===== src/rtl/bitwise16_unit_if.sv =====
// Bus bundle for bitwise16_unit: operands, op select, capture strobe and all results.
// BITWISE16_XOR_EN adds the xor_out signal to the bundle.
interface bitwise16_unit_if #(
  parameter int WIDTH = 16
);
  logic [WIDTH-1:0] a;
  logic [WIDTH-1:0] b;
  logic [1:0]       op;
  logic             in_valid;
  logic [WIDTH-1:0] not_out;
  logic [WIDTH-1:0] and_out;
  logic [WIDTH-1:0] or_out;
`ifdef BITWISE16_XOR_EN
  logic [WIDTH-1:0] xor_out;
`endif
  logic [WIDTH-1:0] result;
  logic             out_valid;

  modport master (
    output a, b, op, in_valid,
`ifdef BITWISE16_XOR_EN
    input  xor_out,
`endif
    input  not_out, and_out, or_out, result, out_valid
  );

  modport slave (
    input  a, b, op, in_valid,
`ifdef BITWISE16_XOR_EN
    output xor_out,
`endif
    output not_out, and_out, or_out, result, out_valid
  );
endinterface


===== src/rtl/bitwise16_unit.sv =====
// Hack 16-bit bitwise unit: NOT/AND/OR gates plus an op-selected registered result.
// Optional feature macro BITWISE16_XOR_EN: op=11 selects a^b and xor_out is driven; otherwise op=11 passes a.
module bitwise16_unit #(
  parameter int               WIDTH     = 16,
  parameter logic [WIDTH-1:0] RESET_VAL = 16'h0000
) (
  input logic            clk,
  input logic            rst,
  bitwise16_unit_if.slave bus
);

  logic [WIDTH-1:0] not_s;
  logic [WIDTH-1:0] and_s;
  logic [WIDTH-1:0] or_s;
  logic [WIDTH-1:0] xor_s;
  logic [WIDTH-1:0] f_s;
  logic [WIDTH-1:0] result_r;
  logic             out_valid_r;

  // Per-bit gates: bit i sees only a[i]/b[i], so an X stays confined to its own lane.
  genvar i;
  generate
    for (i = 0; i < WIDTH; i++) begin : g_bit
      assign not_s[i] = ~bus.a[i];
      assign and_s[i] = bus.a[i] & bus.b[i];
      assign or_s[i]  = bus.a[i] | bus.b[i];
      assign xor_s[i] = bus.a[i] ^ bus.b[i];
    end
  endgenerate

  assign bus.not_out = not_s;
  assign bus.and_out = and_s;
  assign bus.or_out  = or_s;
`ifdef BITWISE16_XOR_EN
  assign bus.xor_out = xor_s;
`endif

  // Op select for the registered path, reusing the same gate outputs as the combinational ports.
  always_comb begin
    f_s = bus.a;
    case (bus.op)
      2'b00:   f_s = not_s;
      2'b01:   f_s = and_s;
      2'b10:   f_s = or_s;
`ifdef BITWISE16_XOR_EN
      2'b11:   f_s = xor_s;
`else
      2'b11:   f_s = bus.a;
`endif
      default: f_s = bus.a;
    endcase
  end

`ifndef BITWISE16_XOR_EN
  // xor_s has no consumer in this build; fold it in harmlessly so every gate lane is referenced.
  logic unused_xor_s;
  assign unused_xor_s = ^xor_s;
`endif

  // Result register: reset wins over a same-cycle capture request; idle cycles hold result.
  always_ff @(posedge clk) begin
    if (rst) begin
      result_r    <= RESET_VAL;
      out_valid_r <= 1'b0;
    end else if (bus.in_valid) begin
      result_r    <= f_s;
      out_valid_r <= 1'b1;
    end else begin
      result_r    <= result_r;
      out_valid_r <= 1'b0;
    end
  end

  assign bus.result    = result_r;
  assign bus.out_valid = out_valid_r;

endmodule


===== src/flat_wrapper.sv =====
// flat-port wrapper written by rule: the top's interface ports become plain ports
module bitwise16_unit_flat 
#(
  parameter int               WIDTH     = 16,
  parameter logic [WIDTH-1:0] RESET_VAL = 16'h0000
)
  (clk, rst, bus_a, bus_b, bus_op, bus_in_valid, bus_not_out, bus_and_out, bus_or_out, bus_result, bus_out_valid);
  bitwise16_unit_if #(.WIDTH(WIDTH)) bus_i ();
  input logic clk;
  input logic rst;
  input wire logic [$bits(bus_i.a)-1:0] bus_a;
  input wire logic [$bits(bus_i.b)-1:0] bus_b;
  input wire logic [$bits(bus_i.op)-1:0] bus_op;
  input wire logic [$bits(bus_i.in_valid)-1:0] bus_in_valid;
  output wire logic [$bits(bus_i.not_out)-1:0] bus_not_out;
  output wire logic [$bits(bus_i.and_out)-1:0] bus_and_out;
  output wire logic [$bits(bus_i.or_out)-1:0] bus_or_out;
  output wire logic [$bits(bus_i.result)-1:0] bus_result;
  output wire logic [$bits(bus_i.out_valid)-1:0] bus_out_valid;
  assign bus_i.a = bus_a;
  assign bus_i.b = bus_b;
  assign bus_i.op = bus_op;
  assign bus_i.in_valid = bus_in_valid;
  assign bus_not_out = bus_i.not_out;
  assign bus_and_out = bus_i.and_out;
  assign bus_or_out = bus_i.or_out;
  assign bus_result = bus_i.result;
  assign bus_out_valid = bus_i.out_valid;
  bitwise16_unit #(.WIDTH(WIDTH), .RESET_VAL(RESET_VAL)) u_core (.clk(clk), .rst(rst), .bus(bus_i));
endmodule

===== config.mk =====
export PLATFORM = sky130hd
export DESIGN_NAME = bitwise16_unit_flat
export DESIGN_NICKNAME = d
export VERILOG_FILES = /design/src/rtl/bitwise16_unit_if.sv /design/src/rtl/bitwise16_unit.sv /design/src/flat_wrapper.sv
export SDC_FILE = /design/constraint.sdc
export NUM_CORES = 1
export LEC_CHECK = 0
export ABC_AREA = 1
export ABC_CLOCK_PERIOD_IN_PS = 800
export BUFFER_PORTS_ARGS = -buffer_cell sky130_fd_sc_hd__buf_2
export CORE_MARGIN = 3
export CORE_UTILIZATION = 37
export CTS_CLUSTER_DIAMETER = 100
export CTS_CLUSTER_SIZE = 14
export DETAILED_ROUTE_END_ITERATION = 8
export PLACE_DENSITY_LB_ADDON = 0.25
export SLEW_MARGIN = 20
export SYNTH_ARGS = -nofsm -noshare
export SYNTH_HDL_FRONTEND = slang
export SYNTH_SLANG_ARGS = --single-unit
export TNS_END_PERCENT = 10

===== constraint.sdc =====
create_clock -name clk -period 0.8 [get_ports clk]
set_input_delay 0.04 -clock clk [delete_from_list [all_inputs] [get_ports clk]]
set_output_delay 0.04 -clock clk [all_outputs]
set_load 0.01 [all_outputs]

==> results.yml, run 1 <==
placement:
  placed_area_sq_mm: 0.00197
  port_buffers: 101
  placedCellCount: 386
  gp_congestion: 0.756
  dpl.hpwl_um: 3110
worst_setup_path:
  crit_path_cell_trace: "buf_2"
  worst-r2r-setup-slack_ns: 0.12
  cp_max_fo: 2
  rr_endpoint: "u_core.bus.result[10]"
  r2r-start: "u_core.bus.result[10]"
  cp.arrival_ns: 0.71
  worstRegToRegCells: 2
  worstSetupPathType: "reg -> out"
  slowest_delay_ns: 0.33
  endpoint_kind: "output port"
  slowest_stage: "dfxtp_1"
  crit_family: "flip-flops"
  worstPathRequired_ns: 0.76
  critPathLaunchType: "flip-flop"
  cp.buffers_inverters: 1
sta:
  slew_headroom_pct: 64.7
  hold_viol: 0
  period_minus_slack_ns: 0.755
  finClkSkew_ns: 0
  tightest_slew_ns: 0.530
  rsz0062_at_grt: "no"
  slew_viol_final: 0
  fmax_mhz: 1330
  holdWs_ns: 0.117
  post-route-period-util_pct: 94.3
  setup_violations: 0
finish:
  n_antenna_cell: 0
  final_core_util_pct: 58.6
  layout-drive-gt1-share_pct: 40.3
  multiInputGateArea_sq_um: 777
  fin_nets: 383
  final_cells: 391
  layout_common_cells: "nand2_1 (101), buf_2 (101), inv_1 (49)"
  seq_area_sq_um: 343
  syn_to_final_growth_pct: 45.9
  final_cell_area_sq_mm: 0.00203
  fillers: 390
min_path:
  holdCritStartpoint: "bus_a[13]"
  min_to: "u_core.bus.result[13]"
  min_path_cells: 4
  hold_path_class: "in -> reg"
synthesis:
  synth-compound-area-share_pct: 18.1
  synth_cell_types: 17
  synthAdderAreaFrac_pct: 0
  ys_seq_area_share_pct: 24.4
  synth_top_family_by_area: "simple AND/OR/NAND/NOR gates"
  ys_ff_latch: 17
  syn_area_sq_mm: 0.00139
  synth_xor_area_share_pct: 0
  muxShareOfSynthArea_pct: 0
  yosys_warnings: 0
  syn_inst: 241
  synthSimpleGateAreaFrac_pct: 37.6
  synth_area_per_cell_sq_um: 5.78
  synth_nets: 278
global_route:
  antenna_found_initial: 0
  grt-ovfl-total: 0
  grt_usage_pct: 16.6
  grt_pass1_wl_um: 6090
  grt_pass1_vias: 1424
  grt_max_degree: 32
clock_network:
  clk_latency_ns: 0.25
  h-tree-depth: 1
  cts_tree: "done"
  cts_sinks: 17
  cts_made_buffers: 3
  cts-root-buf: "clkbuf_8"
  clockBufferDepth: 2
  clkTransAtPathRegs_ns: 0.06
floorplanning:
  die_x_um: 67.4
  core_sq_mm: 0.00347
  initial_core_util_pct: 40.2
  core.rowCount: 21
  io_pins: 102
  die-area_sq_mm: 0.00454
  die_h_um: 67.4
detailed_routing:
  drtIter0Drc: 77
  drc: 0
  via_per_inst: 4.47
  wire_per_inst_um: 9.72
  ant_nets: 0
  routed_wl_um: 3800
  drt-pass1-iter-count: 4
  vias: 1747
status:
  status: "finished, final reports clean"
flow_run:
  drv_cap: 0
pwr:
  ir_drop_uv: 536
  power_uw: 2470
  power_density_mw_per_mm2: 1220
  total_leakage_power_uw: 0.00133
[worst max path at each step]
stage                                from                    end  slack, ns  cells past startpoint
finish               u_core.bus.result[5]          bus_result[5]       0.05                      1
global placement             bus_in_valid   u_core.bus.result[3]      -0.03                      3
floorplan                       bus_op[1]   u_core.bus.result[6]       0.07                      7
CTS                 u_core.bus.result[13]         bus_result[13]       0.02                      1
global route         u_core.bus.result[9]          bus_result[9]      0.007                      1
detailed placement           bus_in_valid  u_core.bus.result[10]      -0.09                      3
[report_power, final]
| part | internal [uW] | switching [uW] |
|---|---|---|
| clock network | 344 | 271 |
| registers | 912 | 25.8 |
| logic | 384 | 535 |
[timing repair]
| action | 4_1_cts | 5_1_grt |
|---|---|---|
| setup buffers | 0 | 0 |
| hold endpoints to repair | 1 | 0 |
| hold buffers | 1 | 0 |
| resized for setup | 0 | 2 |
| endpoints found under the setup margin | 0 | 2 |
[state kept, by name, indices dropped and copies added, names as in the netlist]
name / flops
u_core.bus.result: 16
u_core.bus.out_valid: 1
[kinds of logic after synthesis]
kind of cell / after synthesis
simple gates: 119
buf+inv: 62
compound gates: 43
flops: 17
[per-layer routing]
layer	vias to the layer above	track usage [%]	wire [um]
li1	934	-	-
met3	2	3.83	275
met5	-	0	0
met2	56	30.1	1840
met1	755	20.6	1660
met4	0	1.77	25
[stage by stage]
stage          worst slack [ns]  TNS [ns]
5_1_grt                 0.00665         0
2_1_floorplan            0.0686         0
3_5_place_dp            -0.0929    -0.943
4_1_cts                  0.0169         0
3_3_place_gp            -0.0323    -0.256
6_report                 0.0454         0
[Yosys cell counts]
cell type,number,area share (%)
o21ai_0,27,9.7
nand3_1,6,2.2
a21oi_2,10,6.3
inv_2,2,0.54
clkinv_2,1,0.36
dfxtp_1,17,24
nand2_4,1,0.81
buf_12,1,1.4
nand2_1,101,27
nor2_1,1,0.27
buf_6,2,1.6
a21oi_1,6,2.2
buf_4,2,1.1
buf_2,3,1.1
clkbuf_1,2,0.54
inv_1,49,13
nand3_2,10,7.2
[final cells by class]
type                            instances  share of cell area [%]
Sequential cell                        17                    16.9
Timing Repair Buffer                  110                    30.2
Inverter                               52                    9.66
Clock inverter                          1                   0.246
Clock buffer                            3                    2.03
Tap cell                               46                    2.83
Multi-Input combinational cell        162                    38.2
Note: power is estimated with default switching activity, not from simulation.
==> run 2: changes to the inputs <==
--- a/config.mk
+++ b/config.mk
@@ -6,10 +6,10 @@
 export NUM_CORES = 1
 export LEC_CHECK = 0
 export ABC_AREA = 1
-export ABC_CLOCK_PERIOD_IN_PS = 800
+export ABC_CLOCK_PERIOD_IN_PS = 850
 export BUFFER_PORTS_ARGS = -buffer_cell sky130_fd_sc_hd__buf_2
 export CORE_MARGIN = 3
-export CORE_UTILIZATION = 37
+export CORE_UTILIZATION = 41
 export CTS_CLUSTER_DIAMETER = 100
 export CTS_CLUSTER_SIZE = 14
 export DETAILED_ROUTE_END_ITERATION = 8
==> constraint.sdc (replaced) <==
create_clock -name clk -period 0.85 [get_ports clk]
set_input_delay 0.0425 -clock clk [delete_from_list [all_inputs] [get_ports clk]]
set_output_delay 0.0425 -clock clk [all_outputs]
set_load 0.01 [all_outputs]
==> results.yml, run 2 (synthesis gave the netlist of run 1 again) <==
status:
  status: "finished, final reports clean"
pwr:
  ir_drop_uv: 426
  power_uw: 2160
  total_leakage_power_uw: 0.00132
  power_density_mw_per_mm2: 1070
sta:
  hold_viol: 0
  setup_violations: 0
  tightest_slew_ns: 0.516
  rsz0062_at_grt: "no"
  slew_viol_final: 0
  post-route-period-util_pct: 94.6
  finClkSkew_ns: 0
  fmax_mhz: 1240
  slew_headroom_pct: 65.6
  period_minus_slack_ns: 0.804
worst_setup_path:
  r2r-start: "u_core.bus.result[14]"
  cp_max_fo: 2
  crit_end: "bus_result[5]"
  worst-r2r-setup-slack_ns: 0.15
  endpoint_kind: "output port"
  crit_family: "flip-flops"
  worstRegToRegCells: 2
  crit_start: "u_core.bus.result[5]"
  cp.buffers_inverters: 1
  slowest_delay_ns: 0.35
  worstSetupPathType: "reg -> out"
  slowest_stage: "dfxtp_1"
  worstPathRequired_ns: 0.81
  cp.arrival_ns: 0.76
  critPathLaunchType: "flip-flop"
  crit_path_cell_trace: "buf_2"
  cp.depth: 1
  rr_endpoint: "u_core.bus.result[14]"
placement:
  dpl.hpwl_um: 2920
  port_buffers: 101
  gp_congestion: 0.859
detailed_routing:
  vias: 1725
  via_per_inst: 4.45
  ant_nets: 0
  routed_wl_um: 3650
  drt-pass1-iter-count: 4
  drc: 0
  wire_per_inst_um: 9.40
  drtIter0Drc: 56
flow_run:
  drv_cap: 0
finish:
  fin_nets: 382
  n_antenna_cell: 0
  layout-drive-gt1-share_pct: 39.5
  syn_to_final_growth_pct: 44.5
  final_core_util_pct: 63.9
  largest_reg_flops: 16
  layout_common_cells: "nand2_1 (101), buf_2 (101), inv_1 (49)"
floorplanning:
  io_pins: 102
  core_sq_mm: 0.00315
  initial_core_util_pct: 44.2
  core.rowCount: 20
  die_h_um: 64.3
  die_x_um: 64.3
  die-area_sq_mm: 0.00414
global_route:
  grt_max_degree: 32
  grt_pass1_wl_um: 6240
  grt_usage_pct: 17.9
  grt-ovfl-total: 0
  antenna_found_initial: 0
  grt_pass1_vias: 1517
clock_network:
  cts_made_buffers: 3
  clk_latency_ns: 0.28
  cts-root-buf: "clkbuf_4"
  clkTransAtPathRegs_ns: 0.09
  clockBufferDepth: 2
  cts_tree: "done"
  cts_sinks: 17
  post_cts_buffers: 0
  h-tree-depth: 1
min_path:
  holdCritStartpoint: "bus_a[13]"
  hold_path_class: "in -> reg"
==> run 2: cell count changes in the layout (fill, tap and decap cells not counted), sizes merged <==
| cell | change |
|---|---|
| clkbuf | +1 |
| clkinv | -1 |
| buf | -1 |
==> run 2: final cells by class <==
cell class,count,area (sq um)
Tap cell,44,55.1
Clock buffer,4,26.3
Timing Repair Buffer,109,618
Sequential cell,17,342
Fill cell,318,1140
Inverter,52,196
Multi-Input combinational cell,162,777
==> run 2: worst min path at each step <==
stage,end,cells after the start
after floorplan,u_core.bus.out_valid,1
after global placement,u_core.bus.out_valid,2
after detailed placement,u_core.bus.out_valid,2
after CTS,u_core.bus.result[7],4
after global routing,u_core.bus.result[13],4
final,u_core.bus.result[13],4
==> run 2: report_power, final <==
group	switching (uW)	leakage (uW)	internal (uW)	total, uW
clock network	234	0.0000150	182	416
registers	24.3	0.000142	856	881
logic	500	0.00117	365	864
total	758	0.00132	1400	2160
==> run 2: per-layer routing <==
layer	vias to the layer above	part of all wire, %	GRT usage, %
met5	-	0	0
met4	0	0.27	3.96
met3	2	7.8	2.64
met2	55	47	31.3
met1	740	45	23.1
li1	928	-	-
==> run 2: worst min-delay path: stages <==
cell and delay (ns):
buf_2 0.10, nand3_1 0.07, nand2_1 0.06, a21oi_1 0.05
==> run 2: timing repair <==
item,in CTS,in global routing
gates resized for setup,0,1
hold buffers,1,0
endpoints found under the hold margin,1,0
setup endpoints to repair,0,1
==> run 2: metrics by stage <==
stage | setup WS [ns] | hold WS, ns | TNS (ns) | instance area, sq um | cells
detailed placement | -0.0481 | 0.234 | -0.206 | 1980 | 383
finish | 0.0460 | 0.0830 | 0 | 2010 | 388
floorplan | 0.116 | 0.114 | 0 | 1390 | 241
global placement | 0.00686 | 0.233 | 0 | 1980 | 383
CTS | 0.0185 | 0.0733 | 0 | 2010 | 388
global route | 0.000413 | 0.0930 | 0 | 2010 | 388
==> run 3: changes to the inputs <==
--- a/config.mk
+++ b/config.mk
@@ -9,7 +9,7 @@
 export ABC_CLOCK_PERIOD_IN_PS = 850
 export BUFFER_PORTS_ARGS = -buffer_cell sky130_fd_sc_hd__buf_2
 export CORE_MARGIN = 3
-export CORE_UTILIZATION = 41
+export CORE_UTILIZATION = 40
 export CTS_CLUSTER_DIAMETER = 100
 export CTS_CLUSTER_SIZE = 14
 export DETAILED_ROUTE_END_ITERATION = 8
==> results.yml, run 3 (synthesis gave the netlist of run 1 again) <==
detailed_routing:
  drt-pass1-iter-count: 4
  routed_wl_um: 3950
  drtIter0Drc: 92
  ant_nets: 0
  via_per_inst: 4.49
  vias: 1738
  drc: 0
  wire_per_inst_um: 10.2
worst_setup_path:
  slowest_delay_ns: 0.35
  crit_family: "flip-flops"
  worstPathRequired_ns: 0.81
  slowest_stage: "dfxtp_1"
  endpoint_kind: "output port"
  cp_max_fo: 2
  worstRegToRegCells: 2
  cp.buffers_inverters: 1
  crit_path_cell_trace: "buf_2"
  cp.depth: 1
  worstSetupPathType: "reg -> out"
  critPathLaunchType: "flip-flop"
  cp.arrival_ns: 0.77
placement:
  gp_congestion: 0.828
  dpl_worst_slack_ns: -0.00641
  placed_area_sq_mm: 0.00198
  placedCellCount: 382
  port_buffers: 101
  dpl.hpwl_um: 3210
clock_network:
  clk_latency_ns: 0.28
  h-tree-depth: 1
  clkTransAtPathRegs_ns: 0.10
  cts_made_buffers: 3
  cts_sinks: 17
  cts_tree: "done"
  clockBufferDepth: 2
  cts-root-buf: "clkbuf_4"
flow_run:
  drv_cap: 0
finish:
  fin_nets: 381
  final_core_util_pct: 63.7
  n_antenna_cell: 0
  multiInputGateArea_sq_um: 777
  final_cell_area_sq_mm: 0.00202
  syn_to_final_growth_pct: 45.2
  final_cells: 387
  largest_reg_flops: 16
  fillers: 328
  seq_area_sq_um: 347
  layout_common_cells: "nand2_1 (101), buf_2 (101), inv_1 (49)"
  layout-drive-gt1-share_pct: 40.5
sta:
  post-route-period-util_pct: 95.2
  slew_headroom_pct: 85.7
  finClkSkew_ns: 0
  slew_viol_final: 0
  fmax_mhz: 1240
  hold_viol: 0
  rsz0062_at_grt: "no"
  period_minus_slack_ns: 0.809
  tightest_slew_ns: 0.213
  setup_violations: 0
  fin_ws_ns: 0.0408
floorplanning:
  die_h_um: 65.0
  die-area_sq_mm: 0.00423
  core.rowCount: 20
  die_x_um: 65.0
  initial_core_util_pct: 43.9
  io_pins: 102
  core_sq_mm: 0.00318
pwr:
  ir_drop_uv: 558
  total_leakage_power_uw: 0.00132
  power_uw: 2190
  power_density_mw_per_mm2: 1080
status:
  status: "finished, final reports clean"
global_route:
  grt_max_degree: 34
  grt-ovfl-total: 0
  antenna_found_initial: 0
  grt_pass1_vias: 1560
  grt_pass1_wl_um: 6680
  grt_usage_pct: 19.1
min_path:
  min_path_cells: 4
  hold_path_class: "in -> reg"
run 3: cell types whose count changed in the layout (fill, tap and decap cells not counted):
cell / previous run / this run
buf_12: 4 / 5
buf_4: 3 / 1
dfxtp_1: 16 / 12
dfxtp_2: 1 / 5
run 3: what timing repair did:
item,in CTS,in global routing
hold buffers,1,0
resized for setup,0,5
setup endpoints to repair,0,5
hold endpoints to repair,1,0
buffers inserted,0,0
run 3: worst paths after layout:
path                    startpoint               endpoint  slack [ns]
max          u_core.bus.result[14]         bus_result[14]        0.04
min                       bus_a[8]   u_core.bus.result[8]        0.07
max reg2reg  u_core.bus.result[15]  u_core.bus.result[15]        0.18
min reg2reg   u_core.bus.result[3]   u_core.bus.result[3]        0.53
run 3: metrics by stage:
stage | TNS [ns] | hold WS (ns)
floorplan | 0 | 0.114
global placement | 0 | 0.226
detailed placement | -0.00945 | 0.229
CTS | 0 | 0.0794
global route | 0 | 0.0874
finish | 0 | 0.0732
run 3: final cells by class:
| type | count | share of cell area, % |
|---|---|---|
| Clock buffer | 4 | 1.30 |
| Inverter | 52 | 9.70 |
| Multi-Input combinational cell | 162 | 38.4 |
| Sequential cell | 17 | 17.1 |
| Tap cell | 44 | 2.72 |
| Timing Repair Buffer | 108 | 30.8 |
run 3: metal layers:
metal,global-route usage [%],vias to the layer above,wire length [um]
met5,0,-,0
met4,2.33,0,8
met3,3.29,2,314
met2,31.9,67,1800
met1,26.4,737,1840
li1,-,932,-
run 3: where the power goes:
group	total (uW)	leakage, uW	switching (uW)	internal [uW]
logic	880	0.00116	512	369
clock network	428	0.0000150	246	182
registers	884	0.000143	24.7	859
